$ cat config.mk
export PLATFORM = sky130hd
export DESIGN_NAME = comp_search
export DESIGN_NICKNAME = d
export VERILOG_FILES = /design/src/rtl/comp_search.sv
export SDC_FILE = /design/constraint.sdc
export NUM_CORES = 1
export LEC_CHECK = 0
export BUFFER_PORTS_ARGS = -buffer_cell sky130_fd_sc_hd__buf_2
export CAP_MARGIN = 40
export CELL_PAD_IN_SITES_DETAIL_PLACEMENT = 1
export CELL_PAD_IN_SITES_GLOBAL_PLACEMENT = 2
export CORE_MARGIN = 4
export CORE_UTILIZATION = 25
export DETAILED_ROUTE_END_ITERATION = 8
export HOLD_SLACK_MARGIN = 0.12
export PLACE_DENSITY_LB_ADDON = 0.05
export SLEW_MARGIN = 20
export SYNTH_ARGS = -nofsm -noshare
export SYNTH_HDL_FRONTEND = slang
export SYNTH_SLANG_ARGS = --single-unit
$ cat constraint.sdc
create_clock -name clk -period 2.5 [get_ports clk]
set_input_delay 0.125 -clock clk [delete_from_list [all_inputs] [get_ports clk]]
set_output_delay 0.125 -clock clk [all_outputs]
set_load 0.005 [all_outputs]
$ cat src/rtl/comp_search.sv
// Sequential binary-search engine driving the b operand of a magnitude comparator
// and recovering its hidden a operand. Define COMP_SEARCH_SETTLE_EN for registered comparators.
module comp_search #(
  parameter int unsigned WIDTH = 2
) (
  input  logic             clk,
  input  logic             rst_n,
  input  logic             start,
  input  logic             e,
  input  logic             l,
  input  logic             g,
  output logic [WIDTH-1:0] b,
  output logic             busy,
  output logic             done,
  output logic [WIDTH-1:0] result,
  output logic             found,
  output logic             err
);

`ifdef COMP_SEARCH_SETTLE_EN
  typedef enum logic [1:0] {IDLE, PROBE, DONE, SETTLE} state_t;
`else
  typedef enum logic [1:0] {IDLE, PROBE, DONE} state_t;
`endif

  localparam logic signed [WIDTH+1:0] ONE = 1;

  state_t           state, state_n;
  logic [WIDTH-1:0] lo, hi, lo_n, hi_n;
  logic [WIDTH-1:0] b_n, result_n;
  logic             busy_n, done_n, found_n, err_n;

  // Range bounds after a g/l step, widened and signed so b+1 past max and b-1 below 0 stay ordered
  logic signed [WIDTH+1:0] up_w, dn_w, lo_w, hi_w;

  function automatic logic [WIDTH-1:0] mid(input logic [WIDTH-1:0] lo_v,
                                           input logic [WIDTH-1:0] hi_v);
    return lo_v + ((hi_v - lo_v) >> 1);
  endfunction

  always_comb begin
    up_w = $signed({2'b00, b}) + ONE;
    dn_w = $signed({2'b00, b}) - ONE;
    lo_w = $signed({2'b00, lo});
    hi_w = $signed({2'b00, hi});
  end

  always_comb begin
    state_n  = state;
    lo_n     = lo;
    hi_n     = hi;
    b_n      = b;
    result_n = result;
    busy_n   = busy;
    done_n   = 1'b0;
    found_n  = found;
    err_n    = err;

    case (state)
      IDLE: begin
        if (start) begin
          lo_n     = '0;
          hi_n     = '1;
          b_n      = mid('0, '1);
          result_n = '0;
          found_n  = 1'b0;
          err_n    = 1'b0;
          busy_n   = 1'b1;
`ifdef COMP_SEARCH_SETTLE_EN
          state_n  = SETTLE;
`else
          state_n  = PROBE;
`endif
        end
      end

`ifdef COMP_SEARCH_SETTLE_EN
      SETTLE: state_n = PROBE;
`endif

      PROBE: begin
        case ({e, l, g})
          3'b100: begin
            result_n = b;
            found_n  = 1'b1;
            busy_n   = 1'b0;
            done_n   = 1'b1;
            state_n  = DONE;
          end
          3'b001: begin
            if (up_w > hi_w) begin
              err_n   = 1'b1;
              busy_n  = 1'b0;
              done_n  = 1'b1;
              state_n = DONE;
            end else begin
              lo_n = up_w[WIDTH-1:0];
              b_n  = mid(up_w[WIDTH-1:0], hi);
`ifdef COMP_SEARCH_SETTLE_EN
              state_n = SETTLE;
`endif
            end
          end
          3'b010: begin
            if (lo_w > dn_w) begin
              err_n   = 1'b1;
              busy_n  = 1'b0;
              done_n  = 1'b1;
              state_n = DONE;
            end else begin
              hi_n = dn_w[WIDTH-1:0];
              b_n  = mid(lo, dn_w[WIDTH-1:0]);
`ifdef COMP_SEARCH_SETTLE_EN
              state_n = SETTLE;
`endif
            end
          end
          default: begin
            err_n   = 1'b1;
            busy_n  = 1'b0;
            done_n  = 1'b1;
            state_n = DONE;
          end
        endcase
      end

      DONE:    state_n = IDLE;
      default: state_n = IDLE;
    endcase
  end

  always_ff @(posedge clk or negedge rst_n) begin
    if (!rst_n) begin
      state  <= IDLE;
      lo     <= '0;
      hi     <= '0;
      b      <= '0;
      result <= '0;
      busy   <= 1'b0;
      done   <= 1'b0;
      found  <= 1'b0;
      err    <= 1'b0;
    end else begin
      state  <= state_n;
      lo     <= lo_n;
      hi     <= hi_n;
      b      <= b_n;
      result <= result_n;
      busy   <= busy_n;
      done   <= done_n;
      found  <= found_n;
      err    <= err_n;
    end
  end

endmodule

-- After elaboration in Yosys (flattened, before gate mapping)
Index checks and enable logic that the tools add are counted.
- register bits: 14
- input bits: 6
- word-level logic and storage cells: 77
- add/sub/neg operators: 6
- $lt $le $gt $ge: 2
- equal/unequal tests: 16
- muxes and demuxes: 35
- reductions and logical operators: 9
- operators by type and width (kind ; count):
    $pmux 2 s2 ; 7
    $mux 2 ; 12
    $ne 3x3->1 const B ; 4
    $reduce_and 4->1 ; 3
    $mux 1 ; 10
    $ne 2x2->1 const B ; 5
    $pmux 1 s2 ; 5
    $reduce_and 5->1 ; 2
    $reduce_and 3->1 ; 2
    $add 2x1->2 ; 2
    $ne 2x1->1 const B ; 2
    $sub 2x2->2 ; 2
    $add 2x1->3 const B ; 1
    $eq 3x1->1 const B ; 1
    $eq 3x2->1 const B ; 1
    $eq 3x3->1 const B ; 1
    $gt 3x2->1 ; 1
    $gt 3x3->1 ; 1
    $ne 3x2->1 const B ; 1
    $pmux 1 s3 ; 1
    $sub 2x1->3 const B ; 1
    $eq 2x1->1 const B ; 1
    $logic_not 2->1 ; 1
    $reduce_bool 2->1 ; 1

-- Depth between registers and ports, before layout
Gate-level depths: netlist (run 1).
- depth after elaboration: 6
- depth in mapped cells: 9
- mapped depth without buffers: 9

-- Worst setup path before layout (run 1)
OpenSTA, ideal clock, no wires.
- kind: register to register
- from: register b[0]
- to: register lo[0]
- setup time: 121 ps
- arrival time: 2217 ps
- data required time: 2379 ps
- path slack: 162 ps
- stages on the path, launching flop included: 6
- clock period less this slack: 2338 ps
- path through: dfrtp_1 > fa_1 > or4b_4 > o22ai_4 > mux2_4 > a22o_1
- word-level cells in the longest chain between the ends: 4
- elaborated cells on any way between the ends: 7
- those cells by class: 1 x add/sub; 1 x order compare; 1 x eq/ne; 3 x mux; 1 x reduce/logical
- RTL lines (item ; RTL line ; RTL):
    from (decl) ; 12 ; output logic [WIDTH-1:0] b,
    from (signal assigned) ; 147 ; b <= b_n;
    $add 2x1->3 (*) ; 42 ; up_w = $signed({2'b00, b}) + ONE;
    $gt 3x2->1 / $mux 2 (equally long branches) ; 91 ; if (up_w > hi_w) begin
    $ne 2x2->1 (no line) / $mux 2 (equally long branches) ; - ;
    $reduce_and 4->1 (no line) / $pmux 2 s2 (equally long branches) ; - ;
    to (signal assigned) ; 145 ; lo <= lo_n;
    to (decl) ; 29 ; logic [WIDTH-1:0] lo, hi, lo_n, hi_n;
Mark *: on every way between the ends. The rest lies on a longest branch, timed or not. The select of a mux whose other input is x is not followed.
A chain may end at the register's enable or synchronous reset.

-- Worst setup path in the final report (run 1)
- from: register b[1]
- to: register lo[0]
- word-level cells in the longest chain between the ends: 4
- RTL lines (item ; RTL line):
    $add 2x1->3 ; 42
    $gt 3x2->1 ; 91
    $ne 2x2->1 (no line) ; -
    $reduce_and 4->1 (no line) ; -
No other way between the ends.

==> metrics.yaml, run 1 <==
p_sw_mw: 0.493
drtAntennaViolNets: 0
tns_ns: 0
syn-num-nets: 102
final_util_pct: 31.9
cp.arrival_ns: 2.53
cp-end-kind: "flip-flop"
synth-edff-count: 0
routedWlPerCell_microns: 14.8
pwr-share-comb_pct: 56.8
status: "completed"
rsz0062_at_grt: "false"
yosysTopAreaCellShare_pct: 38.7
drc: 0
async_flop_share_pct: 100
synth_warnings: 0
synth_ff_type: "dfrtp_1"
startpoint_type: "flip-flop"
vdd_ir_drop_max_mv: 0.339
vias_per_cell: 4.58
yosys-top-cells-count: "dfrtp_1, ha_1, nor2_1"
cts_buffer_depth: 2
internal-power_mw: 0.676
grt_pass1_wl_mm: 3.97
htree_levels: 1
seqPwrFrac_pct: 32.3
diodes: 0
p_sw_share_pct: 42.2
grt_max_degree: 15
track_usage_pct: 11.6
cts_tree: "done"
drive_gt1_share_pct: 28.3
pwr-share-clk_pct: 10.9
fmax_mhz: 422
floorplan.initialDensity_pct: 26.5
num_rows: 21
die_width_microns: 68.2
hpwl_mm: 1.79
hold_viol_final: 0
path_class: "reg -> reg"
timing.final.ws_setup_ns: 0.132
clk_pin_slew_ns: 0.09
hp-class: "in -> reg"
ys_seq_area_share_pct: 38.7
ys_seq_elements: 14
max_cap_violations: 0
grt_pass1_vias: 756
vias: 696
hold_slack_ns: 0.244
p_leak_nw: 0.538
multiInputGateArea_sq_um: 526
synth_most_common_cell: "dfrtp_1"
die_y_microns: 68.2
layout_worst_path_cycle_share_pct: 94.7
min_period_ns: 2.37
grt_overflow_total: 0
synthCells: 86
tightest_slew_ns: 0.337
final_max_slew_viol_count: 0
clock-root-buffer: "clkbuf_4"
grt_antenna_before_repair: 0
synth.top_cells.by_area: "dfrtp_1, ha_1, mux2i_1, a211oi_1, nor2_1"
area_delta_synth_final_pct: 20.4
place_congestion: 0.745
die_area_sq_mm: 0.00465
port_buffers: 13
clock_sinks: 14
first_pass_iters: 3
avgSynthCellArea_sq_um: 10.5
postCtsSetupRepairBufs: 0
yosysTopAreaCell: "dfrtp_1"
slew_headroom_pct: 77.5
setup_viol: 0
power_density_mw_per_mm2: 1070
wl_mm: 2.26
syn_area_sq_um: 906
clkLatencyLatePin_ns: 0.28
critical_path.max_fanout: 6
fillers: 409
preCtsSetupSlack_ns: 0.136
num-nets-final: 124
skew_ns: 0.00728
numCtsBuffers: 3
ff_latch_area_sq_um: 350
synthDistinctLibCells: 36
core_sq_mm: 0.00342
cp_data_required_time_ns: 2.66
boundaryPins: 14
drt-initial-drc-count: 18
## timing repair
item	4_1_cts	5_1_grt
resized for setup	0	0
hold buffers	1	0
hold endpoints to repair	14	0
## layout by cell type (no fill, tap or decap), drive strengths merged, types with 2 or more instances in the layout
master and count:
mux2i 3, nor2 8, mux2 2, nand2b 2, buf 18, a22o 2
inv 6, o21ai 3, nand3 2, or3b 2, dfrtp 14, xnor2 3
clkbuf 3, ha 9, a211oi 4, nand2 6
## cell families (layout without fill, tap and decap cells)
group	count (synthesis)	after routing	share of synthesized area (%)
xor gates and xnor gates	4	4	3.87
AOI/OAI and AO/OA	17	17	15.9
DFF	14	14	38.7
buffers and inverters	8	28	3.32
muxes	5	5	6.22
adders and majority gates	10	10	14.6
and+or+nand+nor	28	28	17.4
## sequential cells by signal (all words and copies together), names as in the netlist
register  count
err           1
hi            2
lo            2
busy          1
found         1
done          1
b             2
state         2
result        2
## stage by stage
| step | cell area (sq um) | power (mW) | std cells |
|---|---|---|---|
| floorplan | 906 | 0.804 | 86 |
| global placement | 1060 | 1.05 | 148 |
| detailed placement | 1060 | 1.06 | 148 |
| CTS | 1090 | 1.20 | 152 |
| global route | 1090 | 1.31 | 152 |
| finish | 1090 | 1.17 | 152 |
## routing by layer
metal,share of wire (%),up-vias,track usage [%]
met5,0,-,0
met4,0,0,1.49
met3,2.6,0,2.96
met2,49,9,18.8
met1,48,341,15.9
li1,-,346,-
## power by group through the flow
stage	clock (mW)	combinational (mW)	sequential [mW]
after floorplan	0	0.425	0.379
after CTS	0.134	0.685	0.380
after global placement	0	0.672	0.380
final	0.128	0.665	0.378
after detailed placement	0	0.678	0.385
after global routing	0.145	0.767	0.394
## worst paths after layout
kind | to | slack [ns] | cells past startpoint | startpoint
max in group asynchronous | lo[0]$_DFFE_PN0P_ | 1.97 | 2 | rst_n
setup reg to reg | lo[0]$_DFFE_PN0P_ | 0.13 | 5 | b[1]$_DFFE_PN0P_
min in group asynchronous | b[1]$_DFFE_PN0P_ | 0.28 | 2 | rst_n
hold / removal | lo[0]$_DFFE_PN0P_ | 0.24 | 3 | start
setup / recovery | lo[0]$_DFFE_PN0P_ | 0.13 | 5 | b[1]$_DFFE_PN0P_
hold reg to reg | found$_DFFE_PN0P_ | 0.48 | 2 | found$_DFFE_PN0P_
## cell type report
class	instances	area share, %
Sequential cell	14	32.1
Clock buffer	3	2.06
Inverter	6	2.06
Timing Repair Buffer	19	10.3
Multi-Input combinational cell	64	48.2
Tap cell	46	5.28
## worst max-delay path, cell delays in order, from the launching register on
cell	delay [ns]
dfrtp_1	0.44
fa_1	0.41
or4b_4	0.55
o22ai_4	0.29
mux2_4	0.33
a22o_1	0.23
Power figures use the tool's default switching activity.
==> run 2: changes to the inputs <==
--- a/config.mk
+++ b/config.mk
@@ -5,12 +5,12 @@
 export SDC_FILE = /design/constraint.sdc
 export NUM_CORES = 1
 export LEC_CHECK = 0
+export ABC_AREA = 1
 export BUFFER_PORTS_ARGS = -buffer_cell sky130_fd_sc_hd__buf_2
-export CAP_MARGIN = 40
 export CELL_PAD_IN_SITES_DETAIL_PLACEMENT = 1
 export CELL_PAD_IN_SITES_GLOBAL_PLACEMENT = 2
 export CORE_MARGIN = 4
-export CORE_UTILIZATION = 25
+export CORE_UTILIZATION = 33
 export DETAILED_ROUTE_END_ITERATION = 8
 export HOLD_SLACK_MARGIN = 0.12
 export PLACE_DENSITY_LB_ADDON = 0.05
==> run 2 against run 1 <==
- cell count grew 3.3%
- final area is the same
- register-to-register slack gained 0.18 ns
- worst hold slack lost 0.072 ns
- clock power grew 34%
- first-iteration DRC count shrank 28%
- synthesized area grew 2.3%
- power grew 30%
- sequential power grew 3%
- global-route usage grew 3.9 points
- critical path depth grew 5
- clock skew grew 0.0062 ns
- highest routed layer is now met4
==> metrics.yaml, run 2 <==
layout_worst_path_cycle_share_pct: 87.5
synth-edff-count: 0
place_congestion: 0.757
synthCells: 107
track_usage_pct: 15.5
hpwl_mm: 1.85
drive_gt1_share_pct: 26.8
critical_path.max_fanout: 5
hold_viol_final: 0
path_class: "reg -> reg"
yosys-top-cells-count: "nand2_1, dfrtp_1, inv_1"
ys_seq_area_share_pct: 37.8
fmax_mhz: 457
routedWlPerCell_microns: 14.7
r2r-end: "b[1]$_DFFE_PN0P_"
timing.final.ws_setup_ns: 0.312
grt_pass1_vias: 807
die_width_microns: 61.0
layout_commonest_cell: "nand2_1"
vias: 754
clock-root-buffer: "clkbuf_4"
crit_chain: "inv_1, ha_1, ha_1, xnor2_1, ha_1, or2_1, a21oi_1, nor3_1, nand2_1, nand2_1"
r2r_slack_ns: 0.31
status: "completed"
setup_viol: 0
final_max_slew_viol_count: 0
max_cap_violations: 0
tns_ns: 0
die_area_sq_mm: 0.00372
crit_top_cell: "ha_1"
ys_seq_elements: 14
synth_ff_type: "dfrtp_1"
yosysTopAreaCellShare_pct: 37.8
cts_tree: "done"
yosysTopAreaCell: "dfrtp_1"
syn_area_sq_um: 927
clock_sinks: 14
grt_overflow_total: 0
slew_headroom_pct: 77.8
drtAntennaViolNets: 0
drt-initial-drc-count: 13
htree_levels: 1
cp_data_required_time_ns: 2.70
final_util_pct: 42.5
floorplan.initialDensity_pct: 36.1
diodes: 0
boundaryPins: 14
num_rows: 18
synthDistinctLibCells: 25
grt_max_degree: 15
syn-num-nets: 123
cp.arrival_ns: 2.39
async_flop_share_pct: 100
area_delta_synth_final_pct: 17.7
numCtsBuffers: 3
worstHoldStart: "e"
power_density_mw_per_mm2: 1400
core_sq_mm: 0.00257
drc: 0
die_y_microns: 61.0
first_pass_iters: 4
cp-end-kind: "flip-flop"
clk_pin_slew_ns: 0.10
final_cell_mix: "nand2_1, dfrtp_1, buf_2, inv_1, ha_1"
num-nets-final: 144
min_period_ns: 2.19
startpoint_type: "flip-flop"
fillers: 324
cts_buffer_depth: 2
vdd_ir_drop_max_mv: 0.611
port_buffers: 13
synth.top_cells.by_area: "dfrtp_1, nand2_1, ha_1, inv_1, nand3_1"
reg2reg_from: "b[1]$_DFFE_PN0P_"
preCtsSetupSlack_ns: 0.309
clkLatencyLatePin_ns: 0.29
power.total_mw: 1.52
synth_warnings: 0
vias_per_cell: 4.80
hp-class: "in -> reg"
critPathSlowestCell: "dfrtp_1"
reg2reg_depth: 10
grt_pass1_wl_mm: 4.01
slowest_delay_ns: 0.45
avgSynthCellArea_sq_um: 8.66
rsz0062_at_grt: "false"
min_to: "lo[0]$_DFFE_PN0P_"
synth_most_common_cell: "nand2_1"
grt_antenna_before_repair: 0
worstHoldPathCells: 4
p_leak_nw: 0.593
skew_ns: 0.0135
tightest_slew_ns: 0.333
wl_mm: 2.30
run 2: cell count changes after synthesis, sizes merged, moves of 3 or more:
cell,before,now
mux2i,3,0
nor2,8,5
nand4,0,3
nand3,2,10
a211oi,4,0
inv,6,16
o21ai,3,6
nand2,6,34
run 2: what timing repair did:
action / 4_1_cts / 5_1_grt
hold buffers: 1 / 0
buffers inserted: 0 / 0
gates resized for setup: 0 / 0
endpoints found under the hold margin: 14 / 0
run 2: report_power, final:
part	total (mW)	switching [mW]	internal, mW	leakage (nW)
clock network	0.171	0.0818	0.0888	0.0210
logic	0.961	0.572	0.390	0.395
registers	0.390	0.0692	0.321	0.177
run 2: logic make-up (layout without fill, tap and decap cells):
kind of cell,Yosys count,in the layout,share of synthesized area [%]
compound gates,8,8,4.59
fa+ha+maj,10,10,14.3
simple gates,56,56,34.0
buf+inv,16,36,6.48
flops,14,14,37.8
xor+xnor,3,3,2.83
run 2: metal layers:
metal | wire length (microns) | part of all wire [%] | global-route usage (%)
met2 | 1100 | 48 | 26.1
met3 | 122 | 5.3 | 4.26
met1 | 1040 | 45 | 18.8
met5 | 0 | 0 | 0
met4 | 34 | 1.5 | 5.57
run 2: worst max-delay path by stage:
stage / startpoint / to / cells past startpoint
after CTS: b[1]$_DFFE_PN0P_ / b[1]$_DFFE_PN0P_ / 10
after detailed placement: b[1]$_DFFE_PN0P_ / b[1]$_DFFE_PN0P_ / 10
after floorplan: b[0]$_DFFE_PN0P_ / b[1]$_DFFE_PN0P_ / 10
final: b[1]$_DFFE_PN0P_ / b[1]$_DFFE_PN0P_ / 10
after global placement: b[1]$_DFFE_PN0P_ / b[1]$_DFFE_PN0P_ / 10
after global routing: b[1]$_DFFE_PN0P_ / b[1]$_DFFE_PN0P_ / 10
run 2: layout make-up:
| class | count | area (sq um) | area share (%) |
|---|---|---|---|
| sequential | 14 | 350 | 32.1 |
| tap | 30 | 37.5 | 3.44 |
| multi-input combinational | 77 | 517 | 47.4 |
| inverter | 16 | 60.1 | 5.50 |
| clock buffer | 4 | 36.3 | 3.33 |
| timing repair buffer | 16 | 90.1 | 8.26 |
run 2: metrics by stage:
step	cell area (sq um)	instances	hold slack [ns]
after floorplan	927	107	-0.171
after global placement	1040	152	0.0536
after detailed placement	1040	152	0.0500
after CTS	1090	157	0.167
after global routing	1090	157	0.171
final	1090	157	0.172
run 2: worst max-delay path, delay by kind of cell, from the launching register on:
family	cells	cell delay (ns)
AO/OA/AOI/OAI	1	0.15
XOR/XNOR	1	0.15
adder cells (fa/ha/maj)	3	0.86
buffers and inverters	1	0.09
flip-flops	1	0.45
AND/OR/NAND/NOR	4	0.39
==> run 3: changes to the inputs <==
--- a/config.mk
+++ b/config.mk
@@ -10,7 +10,7 @@
 export CELL_PAD_IN_SITES_DETAIL_PLACEMENT = 1
 export CELL_PAD_IN_SITES_GLOBAL_PLACEMENT = 2
 export CORE_MARGIN = 4
-export CORE_UTILIZATION = 33
+export CORE_UTILIZATION = 35
 export DETAILED_ROUTE_END_ITERATION = 8
 export HOLD_SLACK_MARGIN = 0.12
 export PLACE_DENSITY_LB_ADDON = 0.05
==> constraint.sdc (replaced) <==
create_clock -name clk -period 2.54 [get_ports clk]
set_input_delay 0.127 -clock clk [delete_from_list [all_inputs] [get_ports clk]]
set_output_delay 0.127 -clock clk [all_outputs]
set_load 0.005 [all_outputs]
==> run 3 against run 2 <==
- sequential cell count unchanged
- maximum frequency increased by 0.18%
- largest power group unchanged
- critical endpoint unchanged
- critical path type unchanged
- combinational power decreased by 2.2%
- cell count unchanged
- count of clock-buffer cells in the layout unchanged
- die area decreased by 5.0%
==> metrics.yaml, run 3 (synthesized netlist as in run 2, its figures left out) <==
worstHoldPathCells: 3
port_buffers: 13
layout_commonest_cell: "nand2_1"
path_class: "reg -> reg"
startpoint_type: "flip-flop"
power_density_mw_per_mm2: 1370
path_delay_family: "adder cells"
vdd_ir_drop_max_mv: 0.628
cp_data_required_time_ns: 2.72
cp.arrival_ns: 2.36
vias_per_cell: 4.74
critical_path.max_fanout: 5
min_period_ns: 2.18
routedWlPerCell_microns: 14.2
cts_hold_buf: 1
grt_max_degree: 15
first_pass_iters: 4
critPathLaunch: "b[1]$_DFFE_PN0P_"
tightest_slew_ns: 0.350
skew_ns: 0.00609
min_to: "busy$_DFFE_PN0P_"
die_area_sq_mm: 0.00354
hpwl_mm: 1.79
drtAntennaViolNets: 0
slowest_delay_ns: 0.45
grt_pass1_wl_mm: 3.83
rsz0062_at_grt: "false"
cts_tree: "done"
clock_sinks: 14
hp-class: "in -> reg"
grt_overflow_total: 0
reg2reg_from: "b[1]$_DFFE_PN0P_"
layout_worst_path_cycle_share_pct: 86.0
numCtsBuffers: 3
die_y_microns: 59.5
worstHoldStart: "start"
cts_resized: 0
vias: 744
cp-end-kind: "flip-flop"
clock-root-buffer: "clkbuf_4"
clkLatencyLatePin_ns: 0.28
max_cap_violations: 0
final_util_pct: 43.6
power.total_mw: 1.49
wl_mm: 2.24
boundaryPins: 14
grt_antenna_before_repair: 0
drc: 0
floorplan.initialDensity_pct: 37.1
num-nets-final: 144
drive_gt1_share_pct: 26.8
p_leak_nw: 0.593
hold_viol_final: 0
final_max_slew_viol_count: 0
num_rows: 18
status: "completed"
path_buf_inv: 1
htree_levels: 1
fmax_mhz: 458
grt_pass1_vias: 782
die_width_microns: 59.5
critPathSlowestCell: "dfrtp_1"
hold_slack_ns: 0.154
reg2reg_depth: 10
diodes: 0
final_cell_mix: "nand2_1, dfrtp_1, buf_2, inv_1, ha_1"
area_delta_synth_final_pct: 17.7
r2r-end: "b[1]$_DFFE_PN0P_"
setup_viol: 0
clk_pin_slew_ns: 0.09
postCtsSetupRepairBufs: 0
cts_buffer_depth: 2
slew_headroom_pct: 76.6
r2r_slack_ns: 0.36
core_sq_mm: 0.00250
drt-initial-drc-count: 18
track_usage_pct: 15.1
crit_chain: "inv_1, ha_1, ha_1, xnor2_1, ha_1, or2_1, a21oi_1, nor3_1, nand2_1, nand2_1"
place_congestion: 0.732
tns_ns: 0
crit_top_cell: "ha_1"
==> run 3: cell counts in the layout (fill, tap and decap cells not counted) <==
Identical to the previous run, type by type.
==> run 3: tightest hold or removal path: stages <==
cell     delay, ns
buf_2         0.10
nand2_4       0.10
nand2_1       0.08
==> run 3: worst max-delay path by stage <==
stage | to | slack (ns) | cells past startpoint
final | b[1]$_DFFE_PN0P_ | 0.36 | 10
after global routing | b[1]$_DFFE_PN0P_ | 0.25 | 10
after CTS | b[1]$_DFFE_PN0P_ | 0.34 | 10
after detailed placement | b[1]$_DFFE_PN0P_ | 0.36 | 10
after global placement | b[1]$_DFFE_PN0P_ | 0.45 | 10
after floorplan | b[1]$_DFFE_PN0P_ | 0.36 | 10
==> run 3: power breakdown <==
part,switching (mW),internal (mW),leakage [nW]
clock network,0.0775,0.0872,0.0210
logic,0.557,0.383,0.395
registers,0.0726,0.316,0.177
total,0.707,0.786,0.593
==> run 3: stage by stage <==
step	cell area (sq um)	worst slack [ns]	std cells
final	1090	0.356	157
after global routing	1090	0.252	157
after CTS	1090	0.344	157
after detailed placement	1040	0.364	152
after global placement	1040	0.454	152
after floorplan	927	0.358	107
==> run 3: final cells by class <==
type | instances | area, sq um
Clock buffer | 4 | 36.3
Fill cell | 322 | 1410
Inverter | 16 | 60.1
Multi-Input combinational cell | 77 | 517
Sequential cell | 14 | 350
Tap cell | 30 | 37.5
Timing Repair Buffer | 16 | 90.1
==> run 3: metal layers <==
metal  GRT usage, %  routed length, microns
met1           20.1                    1090
met2           24.2                    1050
met3           3.92                      78
met4           3.88                      11
met5              0                       0
